File: config.mk
export PLATFORM = sky130hd
export DESIGN_NAME = mem_ctl_sync
export DESIGN_NICKNAME = d
export VERILOG_FILES = /design/src/rtl/mem_ctl_sync.sv
export SDC_FILE = /design/constraint.sdc
export NUM_CORES = 1
export LEC_CHECK = 0
export CORE_ASPECT_RATIO = 0.9
export CORE_UTILIZATION = 47
export DETAILED_ROUTE_END_ITERATION = 12
export GPL_TIMING_DRIVEN = 1
export PLACE_DENSITY = 0.87
export SKIP_LAST_GASP = 1
export SYNTH_ARGS = -nofsm -noshare
export SYNTH_HDL_FRONTEND = slang
export SYNTH_SLANG_ARGS = --single-unit
File: constraint.sdc
create_clock -name clk -period 4.6 [get_ports clk]
set_clock_uncertainty 0.1 [all_clocks]
set_input_delay 0.92 -clock clk [delete_from_list [all_inputs] [get_ports clk]]
set_output_delay 0.92 -clock clk [all_outputs]
set_load 0.02 [all_outputs]
File: src/rtl/mem_ctl_sync.sv
// mem_ctl_sync: synchronous memory-access controller with 4-phase host, memory and consumer handshakes
module mem_ctl_sync #(
  parameter int AW = 8,
  parameter int DW = 16,
  parameter int SYNC_STAGES = 2,
  parameter int TIMEOUT_CYCLES = 64
) (
  input  logic          clk,
  input  logic          rst,
  input  logic          din_valid,
  input  logic          wen,
  input  logic [AW-1:0] addr,
  input  logic [DW-1:0] din,
  output logic          din_ack,
  output logic          write,
  output logic          read,
  output logic [AW-1:0] mem_addr,
  output logic [DW-1:0] mem_wdata,
  input  logic [DW-1:0] mem_rdata,
  input  logic          mem_done,
  output logic [DW-1:0] dout,
  output logic          dout_valid,
  input  logic          dout_ack,
  output logic          busy,
  output logic          timeout_err,
  output logic [3:0]    state
);
  typedef enum logic [3:0] {
    IDLE    = 4'b0000,
    W_REQ   = 4'b0001,
    W_REL   = 4'b0011,
    R_REQ   = 4'b0111,
    R_OUT   = 4'b0101,
    R_DROP  = 4'b0100,
    R_REL   = 4'b1100,
    ACK     = 4'b1101,
    ACK_REL = 4'b1001,
    ERR     = 4'b1111
  } state_t;
  localparam int CW = TIMEOUT_CYCLES > 1 ? $clog2(TIMEOUT_CYCLES) : 1;
  localparam logic [CW-1:0] TMAX = CW'(TIMEOUT_CYCLES - 1);
  state_t st, st_n;
  logic [2:0] raw, syn;
  logic dv, md, da;
  logic [CW-1:0] cnt;
  logic watched, to;
  logic write_n, read_n, ack_n, dval_n, err_n;
  logic [AW-1:0] addr_n;
  logic [DW-1:0] wdata_n, dout_n;
  assign raw = {dout_ack, mem_done, din_valid};
  assign {da, md, dv} = syn;
  assign state = st;
  if (SYNC_STAGES == 0) begin : g_bypass
    assign syn = raw;
  end else begin : g_sync
    logic [2:0] sr [SYNC_STAGES];
    always_ff @(posedge clk) begin
      sr[0] <= rst ? 3'b0 : raw;
      for (int i = 1; i < SYNC_STAGES; i++) sr[i] <= rst ? 3'b0 : sr[i-1];
    end
    assign syn = sr[SYNC_STAGES-1];
  end
  assign watched = st inside {W_REQ, W_REL, R_REQ, R_REL};
  assign to = TIMEOUT_CYCLES != 0 && watched && cnt == TMAX;
  always_comb begin
    st_n = st;
    write_n = write;
    read_n = read;
    ack_n = din_ack;
    dval_n = dout_valid;
    err_n = timeout_err;
    addr_n = mem_addr;
    wdata_n = mem_wdata;
    dout_n = dout;
    case (st)
      IDLE: if (dv) begin
        addr_n = addr;
        wdata_n = din;
        write_n = wen;
        read_n = !wen;
        st_n = wen ? W_REQ : R_REQ;
      end
      W_REQ: if (md) begin
        write_n = 1'b0;
        st_n = W_REL;
      end
      W_REL, R_REL, ERR: if (!md) begin
        ack_n = 1'b1;
        st_n = ACK;
      end
      R_REQ: if (md) begin
        dout_n = mem_rdata;
        dval_n = 1'b1;
        st_n = R_OUT;
      end
      R_OUT: if (da) begin
        dval_n = 1'b0;
        st_n = R_DROP;
      end
      R_DROP: if (!da) begin
        read_n = 1'b0;
        st_n = R_REL;
      end
      ACK: if (!dv) begin
        ack_n = 1'b0;
        st_n = ACK_REL;
      end
      default: st_n = IDLE;
    endcase
    if (to && st_n == st) begin
      write_n = 1'b0;
      read_n = 1'b0;
      dval_n = 1'b0;
      err_n = 1'b1;
      st_n = ERR;
    end
  end
  always_ff @(posedge clk) begin
    if (rst) begin
      st <= IDLE;
      write <= 1'b0;
      read <= 1'b0;
      din_ack <= 1'b0;
      dout_valid <= 1'b0;
      timeout_err <= 1'b0;
      busy <= 1'b0;
      mem_addr <= '0;
      mem_wdata <= '0;
      dout <= '0;
      cnt <= '0;
    end else begin
      st <= st_n;
      write <= write_n;
      read <= read_n;
      din_ack <= ack_n;
      dout_valid <= dval_n;
      timeout_err <= err_n;
      busy <= st_n != IDLE;
      mem_addr <= addr_n;
      mem_wdata <= wdata_n;
      dout <= dout_n;
      cnt <= (st_n != st || !watched) ? '0 : cnt + 1'b1;
    end
  end
endmodule
* After elaboration in Yosys (flattened, before gate mapping)
Memory sizes are Yosys's and may differ from the RTL's.
Cells that the tools add are included.
** Word-level totals
- Memories :: 1
- Output and inout port bits :: 50
- Memory bits (writable) :: 6
- Register bits after elaboration :: 56
** Memories
- g_sync.sr :: words 2, width 3, rd ports 2, clocked after Yosys merged registers in 0, write ports 2, RTL line 56 : logic [2:0] sr [SYNC_STAGES];
** Operators by class
- Multiplexer cells :: 24
- Add/subtract/negate cells :: 1
- Eq/ne operators :: 18
- Reduce and logical (&&, ||, !) cells :: 21
** Operators by type and width (count)
- 4-bit 2-to-1 mux :: 8
- 4-bit one-hot mux with 7 select lines :: 1
- 2-bit inequality test (second input constant) :: 7
- 4-bit by 3-bit == test with 1-bit output (second input constant) :: 3
- 4-bit == test (second input constant) :: 3
- 3-bit AND reduction :: 4
- 3-bit 2-to-1 mux :: 3
- 1-bit 2-to-1 mux :: 8
- 1-bit one-hot mux with 2 select lines :: 4
- 2-bit nonzero test :: 4
- 4-bit nonzero test :: 2
- 6-bit by 1-bit adder with 6-bit output (second input constant) :: 1
- 6-bit == test (second input constant) :: 1
- 4-bit by 1-bit == test with 1-bit output (second input constant) :: 1
- 4-bit by 2-bit == test with 1-bit output (second input constant) :: 1
- 4-bit == test :: 1
- 4-bit logical NOT :: 1
- 4-bit inequality test :: 1
- 2-bit AND reduction :: 2
- 2-bit OR reduction :: 2
- 3-bit OR reduction :: 1
- 1-bit logical AND :: 2
- 1-bit logical NOT :: 2
- 1-bit logical OR :: 1

* Longest topological paths before layout
Gate-level depths: netlist (run 1).
- Word-level depth :: 9
- Mapped depth :: 7
- Mapped depth without buffers :: 5

* Worst setup path after synthesis (run 1)
Ideal clock, no wire load.
- Kind :: input-to-reg
- Start point :: input port wen
- End point :: register cnt[1]
- Setup time :: 0.088 ns
- Cell stages on the path :: 5
- Arrival time :: 1.922 ns
- Buffers on the path :: 0
- Slack :: 2.490 ns
- Cell sequence :: nor3b_1 o211ai_1 and4b_1 o21ba_4 nor4_2
** On the way
- Word-level cells in the longest chain between the ends :: 9
** RTL lines
- start, declared :: RTL line 11 : input logic wen,
- 3-bit 2-to-1 mux * :: RTL line 81 : st_n = wen ? W_REQ : R_REQ;
- 4-bit 2-to-1 mux * :: RTL line 76 : IDLE: if (dv) begin
- 4-bit one-hot mux with 7 select lines * :: RTL line 75 : case (st)
- 4-bit == test :: RTL line 110 : if (to && st_n == st) begin
- 1-bit logical AND :: RTL line 110
- 4-bit 2-to-1 mux * :: RTL line 110
- 4-bit inequality test * :: RTL line 142 : cnt <= (st_n != st || !watched) ? '0 : cnt + 1'b1;
- 1-bit logical OR * :: RTL line 142
- 2-bit OR reduction (no line) *
- end signal, assigned :: RTL line 142
- end, declared :: RTL line 45 : logic [CW-1:0] cnt;
Every way passes the cells marked *; elsewhere a longest branch is shown, timed or not.
A chain may end at the register's enable or synchronous reset.

* Worst setup path after layout (run 1)
- Start point :: register st[2] (netlist: state[2])
- End point :: output port state[2]
** RTL lines
- start, declared :: RTL line 42 : state_t st, st_n;
- start signal, assigned :: RTL line 132 : st <= st_n;
- end, declared :: RTL line 26 : output logic [3:0] state
No word-level cell between the ends.

==> results of run 1 <==
registers in the layout, summed over array words and instances (netlist names):
| name | flops |
|---|---|
| read | 1 |
| g_sync.sr | 6 |
| cnt | 6 |
| state | 4 |
| write | 1 |
| dout | 16 |
| dout_valid | 1 |
| timeout_err | 1 |
| mem_wdata | 16 |
| din_ack | 1 |
| mem_addr | 8 |
| busy | 1 |
per-stage QoR:
stage	total power (µW)	instances
6_report	1239	465
5_1_grt	1288	465
4_1_cts	1248	465
3_5_place_dp	730.9	449
3_3_place_gp	727.7	449
2_1_floorplan	656.6	309
cell families (layout without fill, tap and decap cells):
| group | Yosys count | after routing | share of synthesized area |
|---|---|---|---|
| buffers and inverters | 23 | 114 | 0.03892 |
| and+or+nand+nor | 145 | 145 | 0.2760 |
| xor gates and xnor gates | 5 | 5 | 0.01747 |
| DFF | 62 | 62 | 0.4950 |
| adders and majority gates | 1 | 1 | 0.004989 |
| AOI/OAI and AO/OA | 73 | 73 | 0.1677 |
worst max-delay path by stage:
| stage | from | end | slack, ns | cells past startpoint |
|---|---|---|---|---|
| 2_1_floorplan | wen | cnt[1] | 2.49 | 5 |
| 3_3_place_gp | wen | cnt[1] | 1.95 | 6 |
| 3_5_place_dp | wen | cnt[1] | 1.90 | 6 |
| 4_1_cts | state[2] | state[2] | 1.77 | 1 |
| 5_1_grt | state[2] | state[2] | 1.69 | 1 |
| 6_report | state[2] | state[2] | 1.78 | 1 |
per-layer routing:
| metal | part of all wire | global-route usage | routed length, µm | vias up |
|---|---|---|---|---|
| met2 | 0.48 | 0.4023 | 3054 | 81 |
| met4 | 0.023 | 0.1071 | 144 | 0 |
| met1 | 0.42 | 0.2847 | 2630 | 1139 |
| met5 | 0 | 0 | 0 | - |
| met3 | 0.077 | 0.08662 | 484 | 13 |
| li1 | - | - | - | 1219 |
power by group:
group          internal, µW  total, µW  switching [µW]
Clock                   319        519             201
Combinational          80.1        147            66.9
Sequential              553        572            19.5
layout by cell type, fill, tap and decap left out, drive strengths merged, types with 2 or more instances in the layout:
cell type      instances
a31oi                  2
o21ai                  4
and3                   2
nand3                  7
inv                    2
o211ai                 2
nand2                 86
bufinv                 2
or3                    6
nor3b                  3
clkbuf                12
clkinv                 2
nor2b                 10
o22a                   2
xnor2                  2
xor2                   3
nand4                  2
o31ai                  2
nor3                  10
o21ba                  2
a21oi                 54
nor2                   5
dfxtp                 62
nor4                   2
buf                    2
nand2b                 3
clkdlybuf4s50         94
layout make-up:
type | instances | area, µm² | area share
Clock inverter | 4 | 70.07 | 0.01908
Sequential cell | 62 | 1241 | 0.3380
Clock buffer | 12 | 145.1 | 0.03952
Multi-Input combinational cell | 224 | 1174 | 0.3196
Tap cell | 65 | 81.33 | 0.02215
Inverter | 2 | 7.507 | 0.002044
Timing Repair Buffer | 96 | 953.4 | 0.2596
==> flow_metrics.tcl, run 1 <==
set metrics [dict create \
    status "completed" \
    synth.distinct_cells 44 \
    synth_cells 309 \
    crit_required_ns 3.58 \
    ir_worst_vdd_v 0.0002161 \
    cts_max_path_buffers 2 \
    place_ws_ns 1.902 \
    drv_slew 0 \
    rrSetupSlack_ns 2.20 \
    synth_area_leader_cell "dfxtp_1" \
    synth_top_area_share 0.4950 \
    reg2reg_to "dout[6]" \
    globalRouteOverflowTotal 0 \
    synthTopCellsByCount "nand2_1, dfxtp_1, a21oi_1" \
    grt_pass1_vias 2312 \
    grt_pass1_wl_um 10610 \
    drcViolationCount 0 \
    arrival_ns 1.80 \
    r2r_start "state[2]" \
    cts_resized 0 \
    path_clk_slew_ns 0.07 \
    cp_max_fo 23 \
    rsz0062_at_grt "no" \
    die_w_um 78.99 \
    routedWlPerCell_um 13.58 \
    power.density_nw_per_um2 337.3 \
    num-fill-cells 385 \
    die_area_um2 5631 \
    hold_end "g_sync.sr[0][3]" \
    via_per_inst 5.273 \
    clock-sinks 62 \
    synth-edff-count 0 \
    path_cells "clkdlybuf4s50_1" \
    root_buffer "clkbuf_8" \
    cp-end-kind "output port" \
    crit_slowest_cell "dfxtp_1" \
    antenna_found_initial 0 \
    synth.most_common_cell "nand2_1" \
    synth_area_leaders "dfxtp_1, nand2_1, a21oi_1" \
    avgSynthCellArea_um2 8.115 \
    final_area_um2 3672 \
    area_growth_pct 46.46 \
    synth-warning-count 0 \
    crit_buf_inv 1 \
    finalCritPeriodShare 0.6139 \
    cp_top_family "flip-flops" \
    layout_min_cycle_time_ns 2.824 \
    dr.pass1.iters 4 \
    insertion_delay_ns 0.33 \
    ios 96 \
    ys_seq_area_frac 0.4950 \
    ys_ff_latch 62 \
    synthFlopType "dfxtp_1" \
    vias 2452 \
    tns_ns 0 \
    num_antenna_cells 0 \
    cpPeakStageDelay_ns 0.74 \
    grt_max_degree 63 \
    cts_tree "done" \
    first_iter_violations 145 \
    setup_viol 0 \
    fp-row-count 24 \
    tightestPinTransition_ns 1.064 \
    syn_nets 356 \
    cts_max_level 3 \
    min_path_cells 1 \
    postPlaceCellArea_um2 3457 \
    hold_ws_ns 0.3284 \
    die_h_um 71.29 \
    fmax_ghz 0.3541 \
    fin_ws_ns 1.776 \
    max_slew_margin 0.2906 \
    layout.nets 442 \
    synth_area_um2 2507 \
    core_um2 4985 \
    ff2ff_path_depth 5 \
    gp_congestion 0.8452 \
    p_leak_uw 0.001268 \
    crit_path_start_kind "flip-flop" \
    drive_above_1_share 0.06000 \
    post-route-util 0.7367 \
    wl_um 6314 \
    start_util 0.5030 \
    numCtsBuffers 9 \
    maxCapViolations 0 \
    min_path_type "reg2reg" \
    port_buffers 95 \
    async_flop_share 0 \
    post_cts_buffers 0 \
    min_from "g_sync.sr[0][0]" \
    ctsHoldBuffers 0 \
    hpwl_um 4382 \
    ant_nets 0 \
    worst-setup-path-type "reg2out" \
    grt_usage 0.2433 \
    finalHoldViolCount 0 \
]
No activity file was read; power rests on OpenSTA's default activity.
==> run 2: changes to the inputs <==
--- a/config.mk
+++ b/config.mk
@@ -6,10 +6,10 @@
 export NUM_CORES = 1
 export LEC_CHECK = 0
 export CORE_ASPECT_RATIO = 0.9
-export CORE_UTILIZATION = 47
+export CORE_UTILIZATION = 39
 export DETAILED_ROUTE_END_ITERATION = 12
 export GPL_TIMING_DRIVEN = 1
-export PLACE_DENSITY = 0.87
+export PLACE_DENSITY = 0.77
 export SKIP_LAST_GASP = 1
 export SYNTH_ARGS = -nofsm -noshare
 export SYNTH_HDL_FRONTEND = slang
==> constraint.sdc (replaced) <==
create_clock -name clk -period 2.5 [get_ports clk]
set_clock_uncertainty 0.1 [all_clocks]
set_input_delay 0.5 -clock clk [delete_from_list [all_inputs] [get_ports clk]]
set_output_delay 0.5 -clock clk [all_outputs]
set_load 0.02 [all_outputs]
==> flow_metrics.tcl, run 2 (synthesized netlist as in run 1, its figures left out) <==
set metrics [dict create \
    cts_max_level 3 \
    drt-met1-wl_um 2898 \
    first_iter_violations 71 \
    gp_congestion 0.8468 \
    switching_power_uw 562.7 \
    crit_path_start_kind "flip-flop" \
    power.density_nw_per_um2 610.1 \
    ios 96 \
    setup_viol 0 \
    finalHoldViolCount 0 \
    path_clk_slew_ns 0.06 \
    ir_worst_vdd_v 0.0003601 \
    ctsHoldBuffers 0 \
    grt_pass1_vias 2315 \
    grt_max_degree 35 \
    ant_nets 0 \
    cts_max_path_buffers 2 \
    num-fill-cells 581 \
    maxUsedRoutingLayer "met4" \
    hold_ws_ns 0.3372 \
    drive_above_1_share 0.08333 \
    cpPeakStageDelay_ns 0.65 \
    min_from "g_sync.sr[0][0]" \
    cp_top_family "buffers and inverters" \
    p_seq_frac 0.453 \
    num_antenna_cells 0 \
    reg2reg_to "mem_addr[5]" \
    cp_max_fo 11 \
    crit_buf_inv 2 \
    die_area_um2 6754 \
    seq_area_um2 1241 \
    dr.pass1.iters 4 \
    drcViolationCount 0 \
    r2r_start "state[0]" \
    ff2ff_path_depth 4 \
    max_slew_margin 0.4403 \
    globalRouteOverflowTotal 0 \
    worst-setup-path-type "reg2out" \
    min_path_type "reg2reg" \
    tns_ns 0 \
    numCtsBuffers 9 \
    crit_slowest_cell "clkdlybuf4s50_1" \
    comb_power_share 0.127 \
    die_h_um 78.07 \
    grt_pass1_wl_um 10720 \
    reg_top3 "dout (16), mem_wdata (16), mem_addr (8)" \
    grt_usage 0.2019 \
    power_uw 2298 \
    hold_end "g_sync.sr[0][3]" \
    drv_slew 0 \
    p_sw_frac 0.2449 \
    wl_um 6311 \
    crit_required_ns 1.90 \
    status "completed" \
    area_growth_pct 50.20 \
    wl_met3_um 427 \
    cts_tree "done" \
    arrival_ns 1.70 \
    die_w_um 86.52 \
    vias 2406 \
    rsz0062_at_grt "no" \
    antenna_found_initial 0 \
    root_buffer "clkbuf_8" \
    core_um2 6148 \
    layout_commonest_cell "clkdlybuf4s50_1" \
    finalCritPeriodShare 0.9219 \
    post_cts_buffers 0 \
    path_cells "buf_4, clkdlybuf4s50_1" \
    layout_min_cycle_time_ns 2.305 \
    layout.nets 450 \
    clock-sinks 62 \
    fp-row-count 27 \
    insertion_delay_ns 0.33 \
    fmax_ghz 0.4339 \
    cp-end-kind "output port" \
    tightestPinTransition_ns 0.8395 \
    routedWlPerCell_um 12.75 \
    min_path_cells 1 \
    internal_power_uw 1735 \
    hpwl_um 4421 \
    via_per_inst 4.861 \
    clkPwrFrac 0.420 \
    cts_resized 0 \
    final_cell_mix "clkdlybuf4s50_1, nand2_1, dfxtp_1" \
    p_leak_uw 0.001305 \
    rrSetupSlack_ns 0.45 \
    port_buffers 95 \
    wl_met2_um 2849 \
    maxCapViolations 0 \
    multiInputGateArea_um2 1174 \
    start_util 0.4078 \
]
==> run 2: through the flow <==
stage	cells	area (µm²)	util	setup slack, ns
detailed placement	479	3545	0.5765	0.1848
global route	495	3766	0.6125	0.1236
global placement	479	3545	0.5765	0.2654
CTS	495	3766	0.6125	0.1971
finish	495	3766	0.6125	0.1952
floorplan	309	2507	-	0.4524
==> run 2: routing by layer <==
layer  GRT usage  vias up
li1            -     1233
met1      0.2596     1070
met2      0.3095       89
met3     0.05783       14
met4      0.1000        0
met5           0        -
==> run 2: how the worst max path moves through the flow <==
stage | startpoint | endpoint | slack, ns | cells past startpoint
global placement | wen | cnt[1] | 0.27 | 6
finish | state[0] | state[0] | 0.20 | 2
global route | state[0] | state[0] | 0.12 | 2
floorplan | state[0] | cnt[1] | 0.45 | 6
CTS | state[0] | state[0] | 0.20 | 2
detailed placement | wen | cnt[1] | 0.18 | 6
==> run 2: layout make-up <==
class / count / area share
multi-input combinational: 224 / 0.3116
sequential: 62 / 0.3296
inverter: 2 / 0.001993
clock buffer: 9 / 0.03289
timing repair buffer: 104 / 0.2691
tap: 87 / 0.02890
clock inverter: 7 / 0.02591
==> run 2: power by group through the flow <==
stage	clock network, µW	registers (µW)	logic [µW]
after CTS	980	1040	293
after floorplan	0	1080	126
after global routing	1030	1040	318
final	965	1040	292
after detailed placement	0	1060	291
after global placement	0	1060	289
==> run 2: worst register-to-register path: stages, from the launching register on <==
cell     delay (ns)
dfxtp_1        0.40
or3b_4         0.46
or3_1          0.68
nand2_1        0.19
a21oi_1        0.08
